File: src/rtl/dino_game_ctrl.sv
// rtl/dino_game_ctrl.sv - dino runner sequencer: frame tick, obstacle scroll, collision, score; DINO_HISCORE_EN adds hiScore
module dino_game_ctrl #(
  parameter int TICK_DIV  = 750000,
  parameter int DEAD_HOLD = 60,
  parameter int DINO_X    = 20,
  parameter int OBST_W    = 8,
  parameter int OBST_H    = 16,
  parameter int FLOOR_Y   = 101
) (
  input  logic       clk,
  input  logic       nRst,
  input  logic       button,
  input  logic [7:0] dinoY,
  output logic       jumpEn,
  output logic       frameTick,
  output logic [7:0] obstX,
  output logic [9:0] score,
  output logic [2:0] speed,
  output logic [1:0] state,
  output logic [9:0] hiScore
);

  typedef enum logic [1:0] {IDLE = 2'd0, RUN = 2'd1, DEAD = 2'd2, BAD = 2'd3} state_t;

  localparam int TW = (TICK_DIV > 1) ? $clog2(TICK_DIV) : 1;
  localparam int HW = (DEAD_HOLD > 0) ? $clog2(DEAD_HOLD + 1) : 1;
  localparam logic [TW-1:0] TICK_LAST = TW'(TICK_DIV - 1);
  localparam logic [HW-1:0] HOLD_MAX  = HW'(DEAD_HOLD);
  localparam logic [8:0]    HIT_X_MAX = 9'(DINO_X + 7);
  localparam logic [8:0]    HIT_X_MIN = 9'(DINO_X);
  localparam logic [8:0]    OBST_W9   = 9'(OBST_W);
  localparam logic [8:0]    HIT_Y     = 9'(FLOOR_Y + OBST_H);
  localparam logic [9:0]    SCORE_MAX = 10'd999;

  state_t        state_q, state_d;
  logic [TW-1:0] tick_cnt;
  logic [HW-1:0] hold_q, hold_d;
  logic          btn_prev, btn_rise, collide;
  logic [7:0]    obst_q, obst_d;
  logic [9:0]    score_q, score_d, score_inc;
  logic [2:0]    speed_q, speed_d;
  logic [8:0]    obst_x9;

  assign frameTick = (tick_cnt == TICK_LAST);
  assign btn_rise  = button & ~btn_prev;
  // 9-bit compare so obstX+OBST_W near 255 cannot wrap into the hit window
  assign obst_x9   = {1'b0, obst_q};
  assign collide   = (state_q == RUN) && (obst_x9 <= HIT_X_MAX) &&
                     ((obst_x9 + OBST_W9) > HIT_X_MIN) && ({1'b0, dinoY} < HIT_Y);
  assign score_inc = (score_q == SCORE_MAX) ? SCORE_MAX : score_q + 10'd1;

  always_ff @(posedge clk or negedge nRst) begin
    if (!nRst) begin
      tick_cnt <= '0;
      btn_prev <= 1'b0;
      state_q  <= IDLE;
      obst_q   <= 8'd255;
      score_q  <= '0;
      speed_q  <= 3'd1;
      hold_q   <= '0;
      jumpEn   <= 1'b0;
    end else begin
      tick_cnt <= frameTick ? '0 : tick_cnt + TW'(1);
      btn_prev <= button;
      state_q  <= state_d;
      obst_q   <= obst_d;
      score_q  <= score_d;
      speed_q  <= speed_d;
      hold_q   <= hold_d;
      jumpEn   <= (state_d == RUN);
    end
  end

  always_comb begin
    state_d = state_q;
    obst_d  = obst_q;
    score_d = score_q;
    speed_d = speed_q;
    hold_d  = hold_q;
    case (state_q)
      IDLE: begin
        obst_d = 8'd255;
        if (btn_rise) begin
          state_d = RUN;
          score_d = '0;
          speed_d = 3'd1;
        end
      end
      RUN: begin
        if (collide) begin
          state_d = DEAD;
          hold_d  = '0;
        end else if (frameTick) begin
          if (obst_q < {5'd0, speed_q}) begin
            obst_d  = 8'd255;
            score_d = score_inc;
            if ((score_inc != 10'd0) && (score_inc[3:0] == 4'd0) && (speed_q < 3'd4))
              speed_d = speed_q + 3'd1;
          end else begin
            obst_d = obst_q - {5'd0, speed_q};
          end
        end
      end
      DEAD: begin
        if (frameTick && (hold_q != HOLD_MAX))
          hold_d = hold_q + HW'(1);
        // presses before the hold expires are dropped, not remembered
        if ((hold_q == HOLD_MAX) && btn_rise) begin
          state_d = RUN;
          obst_d  = 8'd255;
          score_d = '0;
          speed_d = 3'd1;
        end
      end
      default: state_d = IDLE;
    endcase
  end

  assign obstX = obst_q;
  assign score = score_q;
  assign speed = speed_q;
  assign state = state_q;

`ifdef DINO_HISCORE_EN
  logic [9:0] hi_q;

  always_ff @(posedge clk or negedge nRst) begin
    if (!nRst)
      hi_q <= '0;
    else if (collide && (score_q > hi_q))
      hi_q <= score_q;
  end

  assign hiScore = hi_q;
`else
  assign hiScore = '0;
`endif

endmodule

File: config.mk
export PLATFORM = sky130hd
export DESIGN_NAME = dino_game_ctrl
export DESIGN_NICKNAME = d
export VERILOG_FILES = /design/src/rtl/dino_game_ctrl.sv
export SDC_FILE = /design/constraint.sdc
export NUM_CORES = 1
export LEC_CHECK = 0
export ABC_AREA = 1
export CAP_MARGIN = 20
export CORE_ASPECT_RATIO = 0.75
export CORE_MARGIN = 2
export CORE_UTILIZATION = 45
export CTS_CLUSTER_SIZE = 30
export DETAILED_ROUTE_END_ITERATION = 8
export DONT_BUFFER_PORTS = 1
export PLACE_DENSITY = 0.72
export SLEW_MARGIN = 10
export SYNTH_ARGS = -nofsm -noshare
export SYNTH_HDL_FRONTEND = slang
export SYNTH_SLANG_ARGS = --single-unit
File: constraint.sdc
create_clock -name clk -period 2.1 [get_ports clk]
set_input_delay 0.21 -clock clk [delete_from_list [all_inputs] [get_ports clk]]
set_output_delay 0.21 -clock clk [all_outputs]
set_load 0.02 [all_outputs]
==> results of run 1 <==
flip-flops by register name, summed over array words and instances, names as in the netlist:
name and count:
tick_cnt 20, score 10, obstX 8, hold_q 6, speed 3, state 2, btn_prev 1, jumpEn 1
Yosys cell counts:
cell type / n
nand2_1: 101
inv_1: 55
nor2_1: 48
dfrtp_1: 42
nand3_1: 38
o21ai_1: 16
ha_1: 13
xor2_1: 13
nor3_1: 12
o21ai_0: 11
buf_4: 10
dfstp_2: 9
a21oi_1: 8
o21ai_2: 8
nor2_2: 6
xnor2_1: 6
or2_2: 5
buf_6: 4
nand4_1: 4
nand3_2: 3
nor4_1: 3
a21o_1: 2
and3_1: 2
inv_2: 2
nand2_2: 2
nor2_4: 2
o31ai_1: 2
a21boi_0: 1
a31o_2: 1
buf_2: 1
clkbuf_2: 1
clkinv_1: 1
conb_1: 1
fa_1: 1
nand2_4: 1
nand3b_1: 1
nor2_8: 1
area by class of cell:
| type | count | area [µm²] |
|---|---|---|
| clock inverters | 3 | 15.0 |
| flip-flops and latches | 51 | 1290 |
| multi-input cells | 324 | 1910 |
| well taps | 101 | 126 |
| inverters | 58 | 218 |
| clock buffers | 5 | 68.8 |
| repair buffers | 41 | 360 |
| fillers | 659 | 3240 |
power breakdown:
| part | internal [W] | switching [W] |
|---|---|---|
| sequential | 0.00124 | 0.000321 |
| combinational | 0.00102 | 0.00146 |
| clock | 0.000229 | 0.000324 |
| total | 0.00249 | 0.00211 |
logic make-up (layout without fill, tap and decap cells):
| group | Yosys count | count (layout) | share of synthesized area |
|---|---|---|---|
| compound gates | 49 | 49 | 0.0879 |
| buf+inv | 74 | 107 | 0.105 |
| simple gates | 229 | 232 | 0.313 |
| xor+xnor | 19 | 19 | 0.0502 |
| flops | 51 | 51 | 0.388 |
| other cells | 1 | 10 | 0.00113 |
| fa+ha+maj | 14 | 14 | 0.0551 |
metal layers:
metal	wire length [µm]	global-route usage	vias up
met5	0	0	-
met4	112	0.0368	0
met3	269	0.0303	11
met2	3500	0.296	60
met1	3480	0.256	1332
li1	-	-	1467
path summary, 6_finish.rpt:
check | startpoint | end | slack, ps | cells after the start
max | obstX[0]$_DFFE_PN1P_ | speed[1]$_DFFE_PN0P_ | -50 | 13
min | button | state[1]$_DFF_PN0_ | 240 | 5
min reg2reg | tick_cnt[0]$_DFF_PN0_ | tick_cnt[0]$_DFF_PN0_ | 460 | 1
min in group asynchronous | nRst | btn_prev$_DFF_PN0_ | 420 | 2
max in group asynchronous | nRst | obstX[7]$_DFFE_PN1P_ | 1380 | 2
max reg2reg | obstX[0]$_DFFE_PN1P_ | speed[1]$_DFFE_PN0P_ | -50 | 13
tightest hold or removal path, cell delays in order:
cell and delay, ps:
inv_1 30, nor2_1 50, nand3_1 110, nand2_1 60, nand2_1 60
timing repair:
item,CTS,global route
endpoints found under the setup margin,9,29
gates cloned,2,1
hold endpoints to repair,52,0
pin swaps,8,15
buffers inserted,8,12
resized for setup,5,33
hold buffers,3,0
through the flow:
step	cell area, µm²	util	setup TNS, ps	hold WS, ps
2_1_floorplan	3380	-	-845	-85.6
3_3_place_gp	3540	0.489	0	-83.1
3_5_place_dp	3540	0.489	-459	-83.4
4_1_cts	3780	0.523	0	221
5_1_grt	3990	0.551	-1640	296
6_report	3990	0.551	-320	239
==> results.json, run 1 <==
{
  "status": "finished with violations",
  "violations": "setup timing",
  "drt_iter0_markers": 127,
  "grt_overflow": 0,
  "worstPathMaxFanout": 8,
  "crit_family": "simple AND/OR/NAND/NOR gates",
  "avgViaCountPerCell": 4.92,
  "dr_total_vias": 2870,
  "core_area_mm2": 0.00723,
  "preCtsSetupSlack_ps": -87.2,
  "cts_buffers": 5,
  "yosysTopAreaCell": "dfrtp_1",
  "first_pass_iters": 5,
  "ys_types": 37,
  "most-common-layout-cells": "96 x nand2_1, 53 x inv_1, 46 x nor2_1",
  "cap_viol_max_count": 0,
  "final.setup.worst_slack_ps": -46.3,
  "crit_path_top_delay_cell": "dfstp_2",
  "avgSynthCellArea_um2": 7.59,
  "ys_seq_area_frac": 0.388,
  "maxSlewViolCount": 0,
  "die_w_um": 103,
  "cts_root_buffer": "clkbuf_8",
  "synth_cells": 437,
  "yosysTopAreaCellShare": 0.317,
  "hpwl_um": 5000,
  "cp-start-kind": "register",
  "crit_path_frequent_cell": "nand2_2",
  "worstPathArrival_ps": 2400,
  "antenna_left": 0,
  "htreeDepth": 2,
  "die_y_um": 78.4,
  "gp_congestion": 0.938,
  "cts_buffer_depth": 2,
  "grt_usage": 0.182,
  "power_density_mw_per_mm2": 1150,
  "area_delta_synth_final_pct": 20.1,
  "wl_per_cell_um": 12.6,
  "final_common_cell": "nand2_1",
  "ir_worst_vdd_mv": 0.523,
  "drive_above_1_share": 0.249,
  "p_total_w": 0.00460,
  "grt_pass1_vias": 2692,
  "drcViolationCount": 0,
  "path_cells": "inv_2 > ha_4 > fa_2 > o21ai_4 > nor2_4 > nor2_2 > nor2_1 > nand2_2 > buf_12 > nor2_8 > nand2_4 > nand3_2 > nand2_2",
  "timing.final.crit_share": 1.02,
  "fin_crit_ps": 2150,
  "cp_num_buf_inv": 2,
  "synthTopCellsByArea": "dfrtp_1 32%, nand2_1 11%, dfstp_2 7.1%, inv_1 6.2%, nand3_1 5.7%",
  "rsz0062_at_grt": "yes",
  "cp_slowest_stage_delay_ps": 550,
  "die_area_mm2": 0.00808,
  "syn-cell-area_mm2": 0.00332,
  "n_antenna_cell": 0,
  "num_rows": 27,
  "path_clk_slew_ps": 90,
  "fin_worst_skew_ps": 15.8,
  "wirelength_um": 7360,
  "yosys_warnings": 0,
  "port_buffers": 0,
  "critical_path_class": "reg2reg",
  "num_io_pins": 46,
  "critPathRequiredTime_ps": 2350,
  "leakagePower_nw": 1.96,
  "clk_latency_ps": 310,
  "cts_tree": "yes",
  "finalHoldViolCount": 0,
  "stdcell_count": 583,
  "fmax_mhz": 466,
  "dp_cells": 552,
  "synth-seq-cells": 51,
  "grt_max_degree": 52,
  "grt_pass1_wl_um": 11900,
  "min_path_type": "in2reg",
  "setup_violations": 15,
  "cts.sinks": 51,
  "floorplan.initialDensity": 0.459,
  "end_kind": "register",
  "num-nets-final": 506,
  "antenna_found_initial": 0
}
No activity file was read; power rests on OpenSTA's default activity.
==> run 2: changes to the inputs <==
--- a/config.mk
+++ b/config.mk
@@ -20 +20,2 @@
 export SYNTH_SLANG_ARGS = --single-unit
+export TNS_END_PERCENT = 100
==> constraint.sdc (replaced) <==
create_clock -name clk -period 2.1 [get_ports clk]
set_input_delay 0.315 -clock clk [delete_from_list [all_inputs] [get_ports clk]]
set_output_delay 0.315 -clock clk [all_outputs]
set_load 0.02 [all_outputs]
==> results.json, run 2 (synthesis gave the netlist of run 1 again) <==
{
  "status": "finished with violations",
  "violations": "setup timing",
  "maxSlewViolCount": 0,
  "grt_pass1_wl_um": 11900,
  "top_register": "tick_cnt",
  "port_buffers": 0,
  "path_clk_slew_ps": 100,
  "stdcell_count": 582,
  "gp_congestion": 0.938,
  "min_path_type": "in2reg",
  "die_w_um": 103,
  "n_antenna_cell": 0,
  "fmax_mhz": 466,
  "cts_buffers": 5,
  "fin_worst_skew_ps": 16.0,
  "cts_root_buffer": "clkbuf_8",
  "cp_slowest_stage_delay_ps": 550,
  "power_density_mw_per_mm2": 1150,
  "path_cells": "inv_2 > ha_4 > fa_2 > o21ai_4 > nor2_4 > nor2_2 > nor2_1 > nand2_2 > buf_12 > nor2_8 > nand2_4 > nand3_2 > nand2_2",
  "avgViaCountPerCell": 4.92,
  "grt_usage": 0.182,
  "grt_overflow": 0,
  "leakagePower_nw": 1.96,
  "preCtsSetupSlack_ps": -87.2,
  "htreeDepth": 2,
  "dp_cells": 552,
  "critical_path_class": "reg2reg",
  "worstPathArrival_ps": 2390,
  "cts.sinks": 51,
  "final_util": 0.550,
  "antenna_found_initial": 0,
  "largest_reg_flops": 20,
  "most-common-layout-cells": "96 x nand2_1, 52 x inv_1, 46 x nor2_1",
  "cp_num_buf_inv": 2,
  "hpwl_um": 5000,
  "core_area_mm2": 0.00723,
  "first_pass_iters": 5,
  "num_rows": 27,
  "setup_violations": 14,
  "final.setup.worst_slack_ps": -43.8,
  "die_y_um": 78.4,
  "cts_tree": "yes",
  "final_common_cell": "nand2_1",
  "area_delta_synth_final_pct": 19.8,
  "die_area_mm2": 0.00808,
  "crit_path_frequent_cell": "nand2_2",
  "wl_per_cell_um": 12.6,
  "finalHoldViolCount": 0,
  "crit_family": "simple AND/OR/NAND/NOR gates",
  "wirelength_um": 7350,
  "timing.final.crit_share": 1.02,
  "critPathRequiredTime_ps": 2350,
  "worstPathMaxFanout": 8,
  "cp-start-kind": "register",
  "num_io_pins": 46,
  "rsz0062_at_grt": "yes",
  "end_kind": "register",
  "cts_buffer_depth": 2,
  "floorplan.initialDensity": 0.459,
  "fin_crit_ps": 2140,
  "drcViolationCount": 0,
  "dr_total_vias": 2864,
  "cap_viol_max_count": 0,
  "grt_max_degree": 52,
  "antenna_left": 0,
  "drive_above_1_share": 0.252,
  "crit_path_top_delay_cell": "dfstp_2",
  "drt_iter0_markers": 112,
  "final.setup.tns_ps": -313,
  "ir_worst_vdd_mv": 0.523,
  "clk_latency_ps": 310,
  "num-nets-final": 505,
  "grt_pass1_vias": 2690
}
==> run 2: changes by cell type in the layout (fill, tap and decap cells not counted), sizes merged <==
| cell | change |
|---|---|
| dlygate4sd3 | -1 |
==> run 2: stage by stage <==
step	hold slack (ps)	total power [W]	area, µm²
after floorplan	19.4	0.00295	3380
after global routing	7.92	0.00495	3980
after detailed placement	21.6	0.00346	3540
after CTS	23.2	0.00426	3770
after global placement	21.9	0.00342	3540
final	23.3	0.00459	3980
==> run 2: layout make-up <==
type | count | area [µm²]
multi-input cells | 324 | 1910
fillers | 658 | 3250
clock buffers | 5 | 68.8
repair buffers | 40 | 350
well taps | 101 | 126
inverters | 58 | 218
flip-flops and latches | 51 | 1290
clock inverters | 3 | 15.0
==> run 2: worst paths after layout <==
path | startpoint | endpoint | slack, ps | depth (start not counted)
min in group asynchronous | nRst | tick_cnt[10]$_DFF_PN0_ | 530 | 2
hold reg to reg | tick_cnt[0]$_DFF_PN0_ | tick_cnt[0]$_DFF_PN0_ | 460 | 1
setup reg to reg | obstX[0]$_DFFE_PN1P_ | speed[1]$_DFFE_PN0P_ | -40 | 13
setup / recovery | obstX[0]$_DFFE_PN1P_ | speed[1]$_DFFE_PN0P_ | -40 | 13
max in group asynchronous | nRst | obstX[3]$_DFFE_PN1P_ | 1290 | 2
hold / removal | button | btn_prev$_DFF_PN0_ | 20 | 0
==> run 2: per-layer routing <==
| metal | GRT usage | up-vias | wire length, µm |
|---|---|---|---|
| met3 | 0.0303 | 13 | 258 |
| met2 | 0.296 | 56 | 3490 |
| met1 | 0.256 | 1333 | 3460 |
| met4 | 0.0368 | 0 | 138 |
| met5 | 0 | - | 0 |
| li1 | - | 1462 | - |
==> run 2: repair_timing <==
item,CTS,global route
setup endpoints to repair,9,30
pin swaps,8,15
setup buffers,8,12
endpoints found under the hold margin,51,0
gates resized for setup,5,34
cloned,2,1
hold buffers,2,0
==> run 2: worst register-to-register path, cell delays in order, from the launching register on <==
cell	delay (ps)
dfstp_2	550
inv_2	50
ha_4	160
fa_2	360
o21ai_4	200
nor2_4	60
nor2_2	110
nor2_1	70
nand2_2	140
buf_12	120
nor2_8	60
nand2_4	80
nand3_2	80
nand2_2	60
==> run 2: report_power, final <==
group	leakage, nW	switching, W	total (W)	internal, W
clock	0.0477	0.000323	0.000552	0.000229
combinational	1.26	0.00146	0.00248	0.00102
sequential	0.650	0.000322	0.00156	0.00124
total	1.96	0.00210	0.00459	0.00249
==> run 3: changes to the inputs <==
ABC_AREA = default   (was 1)
SKIP_CTS_REPAIR_TIMING = 1   (was default)
==> results.json, run 3 <==
{
  "status": "finished with violations",
  "violations": "setup timing",
  "cp-start-kind": "register",
  "worstPathMaxFanout": 6,
  "preCtsSetupSlack_ps": -298,
  "ir_worst_vdd_mv": 0.394,
  "fin_crit_ps": 2410,
  "yosysTopAreaCell": "dfrtp_1",
  "num_io_pins": 46,
  "top_register": "tick_cnt",
  "power_density_mw_per_mm2": 1030,
  "die_y_um": 75.6,
  "switching_power_w": 0.00173,
  "worstPathArrival_ps": 2630,
  "p_sw_frac": 0.419,
  "top_layer": "met4",
  "ys_seq_area_frac": 0.419,
  "finalHoldViolCount": 0,
  "end_kind": "register",
  "die_w_um": 99.4,
  "fin_worst_skew_ps": 7.02,
  "grt_pass1_vias": 2493,
  "path_clk_slew_ps": 90,
  "fmax_mhz": 415,
  "holdWs_ps": 18.9,
  "num-nets-final": 426,
  "grt_max_degree": 52,
  "timing.final.crit_share": 1.15,
  "ys.flop_type": "dfrtp_1",
  "gp_congestion": 0.902,
  "power_frac_clock": 0.146,
  "worst-r2r-cell-count": 7,
  "yosys_warnings": 0,
  "cts_buffer_depth": 2,
  "setup_violations": 24,
  "final.setup.worst_slack_ps": -309,
  "ys_types": 53,
  "min_from": "button",
  "synth_commonest_cells": "42 x dfrtp_1, 35 x nor2_1, 18 x nand2_1",
  "cts_tree": "yes",
  "fillers": 536,
  "syn-cell-area_mm2": 0.00307,
  "num_rows": 26,
  "min_to": "btn_prev$_DFF_PN0_",
  "synth_cells": 328,
  "min_path_type": "in2reg",
  "cts.sinks": 51,
  "die_area_mm2": 0.00752,
  "n_antenna_cell": 0,
  "p_int_w": 0.00240,
  "timing.rr.end": "score[8]$_DFFE_PN0P_",
  "rsz0062_at_grt": "yes",
  "synthTopCellsByArea": "dfrtp_1 34%, dfstp_2 7.7%, ha_1 5.3%, nor2_1 4.3%, xnor2_1 3.1%",
  "htreeDepth": 2,
  "seqCellArea_mm2": 0.00129,
  "async_reset_ff_frac": 1.00,
  "port_buffers": 0,
  "leakagePower_nw": 1.78,
  "maxSlewViolCount": 0,
  "wl_per_cell_um": 14.9,
  "first_pass_iters": 4,
  "final.setup.tns_ps": -3230,
  "most-common-layout-cells": "67 x buf_4, 42 x dfrtp_1, 35 x nor2_1",
  "holdPathStages": 0,
  "critical_path_class": "reg2reg",
  "hpwl_um": 5350,
  "drcViolationCount": 0,
  "wl_met1_um": 3510,
  "antenna_found_initial": 0,
  "p_comb_frac": 0.498,
  "core_area_mm2": 0.00670,
  "cts_buffers": 5,
  "p_seq_frac": 0.356,
  "worst_slew_pin_slew_ps": 593,
  "largest_reg_flops": 20,
  "wirelength_um": 7270,
  "wl_met3_um": 326,
  "clk_latency_ps": 310,
  "drt_iter0_markers": 156,
  "antenna_left": 0,
  "synth_edf_count": 0,
  "avgSynthCellArea_um2": 9.37,
  "multi_input_area_mm2": 0.00183,
  "grt_pass1_wl_um": 11800,
  "dr_total_vias": 2664,
  "synth-seq-cells": 51,
  "yosysMostFrequentCell": "dfrtp_1",
  "yosysTopAreaCellShare": 0.342,
  "critPathRequiredTime_ps": 2320,
  "cts_root_buffer": "clkbuf_8",
  "wl_met2_um": 3320,
  "cap_viol_max_count": 0,
  "floorplan.initialDensity": 0.459,
  "grt_usage": 0.201,
  "p_total_w": 0.00413,
  "relSlewSlack": 0.601,
  "avgViaCountPerCell": 5.48,
  "drive_above_1_share": 0.311,
  "timing.rr.start": "tick_cnt[15]$_DFF_PN0_",
  "grt_overflow": 0,
  "final_common_cell": "buf_4",
  "area_delta_synth_final_pct": 30.5,
  "r2r_setup_slack_ps": -310
}
run 3: cell types whose count changed after synthesis, moves of 8 or more:
cell	delta
nand2_1	-83
nor2_1	-13
clkbuf_1	+10
o21ai_1	-16
o21ai_2	-8
nand3_1	-21
inv_1	-40
run 3: metal layers:
layer | track usage | vias to the layer above
met5 | 0 | -
met4 | 0.0639 | 0
met3 | 0.0339 | 10
met2 | 0.331 | 58
met1 | 0.276 | 1283
li1 | - | 1313
run 3: area by class of cell:
cell class / count / share of cell area
multi-input cells: 251 / 0.456
flip-flops and latches: 51 / 0.321
repair buffers: 77 / 0.159
well taps: 84 / 0.0262
clock buffers: 7 / 0.0215
inverters: 15 / 0.0140
clock inverters: 1 / 0.00218
run 3: cell families after synthesis:
logic type               Yosys count  synth area share
AO/OA/AOI/OAI                     75             0.176
XOR/XNOR                          22            0.0627
adder cells (fa/ha/maj)           14            0.0594
buffers and inverters             35            0.0549
flip-flops                        51             0.419
multiplexers                       1           0.00326
other                              1           0.00122
AND/OR/NAND/NOR                  129             0.224
run 3: how the worst max path moves through the flow:
stage / from / endpoint / slack (ps)
2_1_floorplan: speed[0]$_DFFE_PN1P_ / score[3]$_DFFE_PN0P_ / -340
3_3_place_gp: tick_cnt[15]$_DFF_PN0_ / score[3]$_DFFE_PN0P_ / -240
3_5_place_dp: tick_cnt[15]$_DFF_PN0_ / score[3]$_DFFE_PN0P_ / -300
4_1_cts: tick_cnt[15]$_DFF_PN0_ / score[3]$_DFFE_PN0P_ / -320
5_1_grt: speed[0]$_DFFE_PN1P_ / score[3]$_DFFE_PN0P_ / -400
6_report: tick_cnt[15]$_DFF_PN0_ / score[8]$_DFFE_PN0P_ / -310
run 3: power groups by stage:
| stage | sequential, W | combinational, W | clock (W) |
|---|---|---|---|
| 2_1_floorplan | 0.00167 | 0.000943 | 0 |
| 3_3_place_gp | 0.00146 | 0.00173 | 0 |
| 3_5_place_dp | 0.00147 | 0.00179 | 0 |
| 4_1_cts | 0.00146 | 0.00180 | 0.000621 |
| 5_1_grt | 0.00150 | 0.00223 | 0.000654 |
| 6_report | 0.00147 | 0.00206 | 0.000604 |
run 3: critical path: stages (launching register included):
cell and delay, ps:
dfrtp_1 390, or4b_4 540, or3_4 400, nor4_4 260
o211ai_4 130, or2_4 270, buf_4 150, o41ai_2 180
run 3: through the flow:
stage          instances   util  area, µm²
2_1_floorplan        337      -       3150
3_3_place_gp         468  0.546       3660
3_5_place_dp         468  0.546       3660
4_1_cts              476  0.560       3750
5_1_grt              486  0.599       4010
6_report             486  0.599       4010
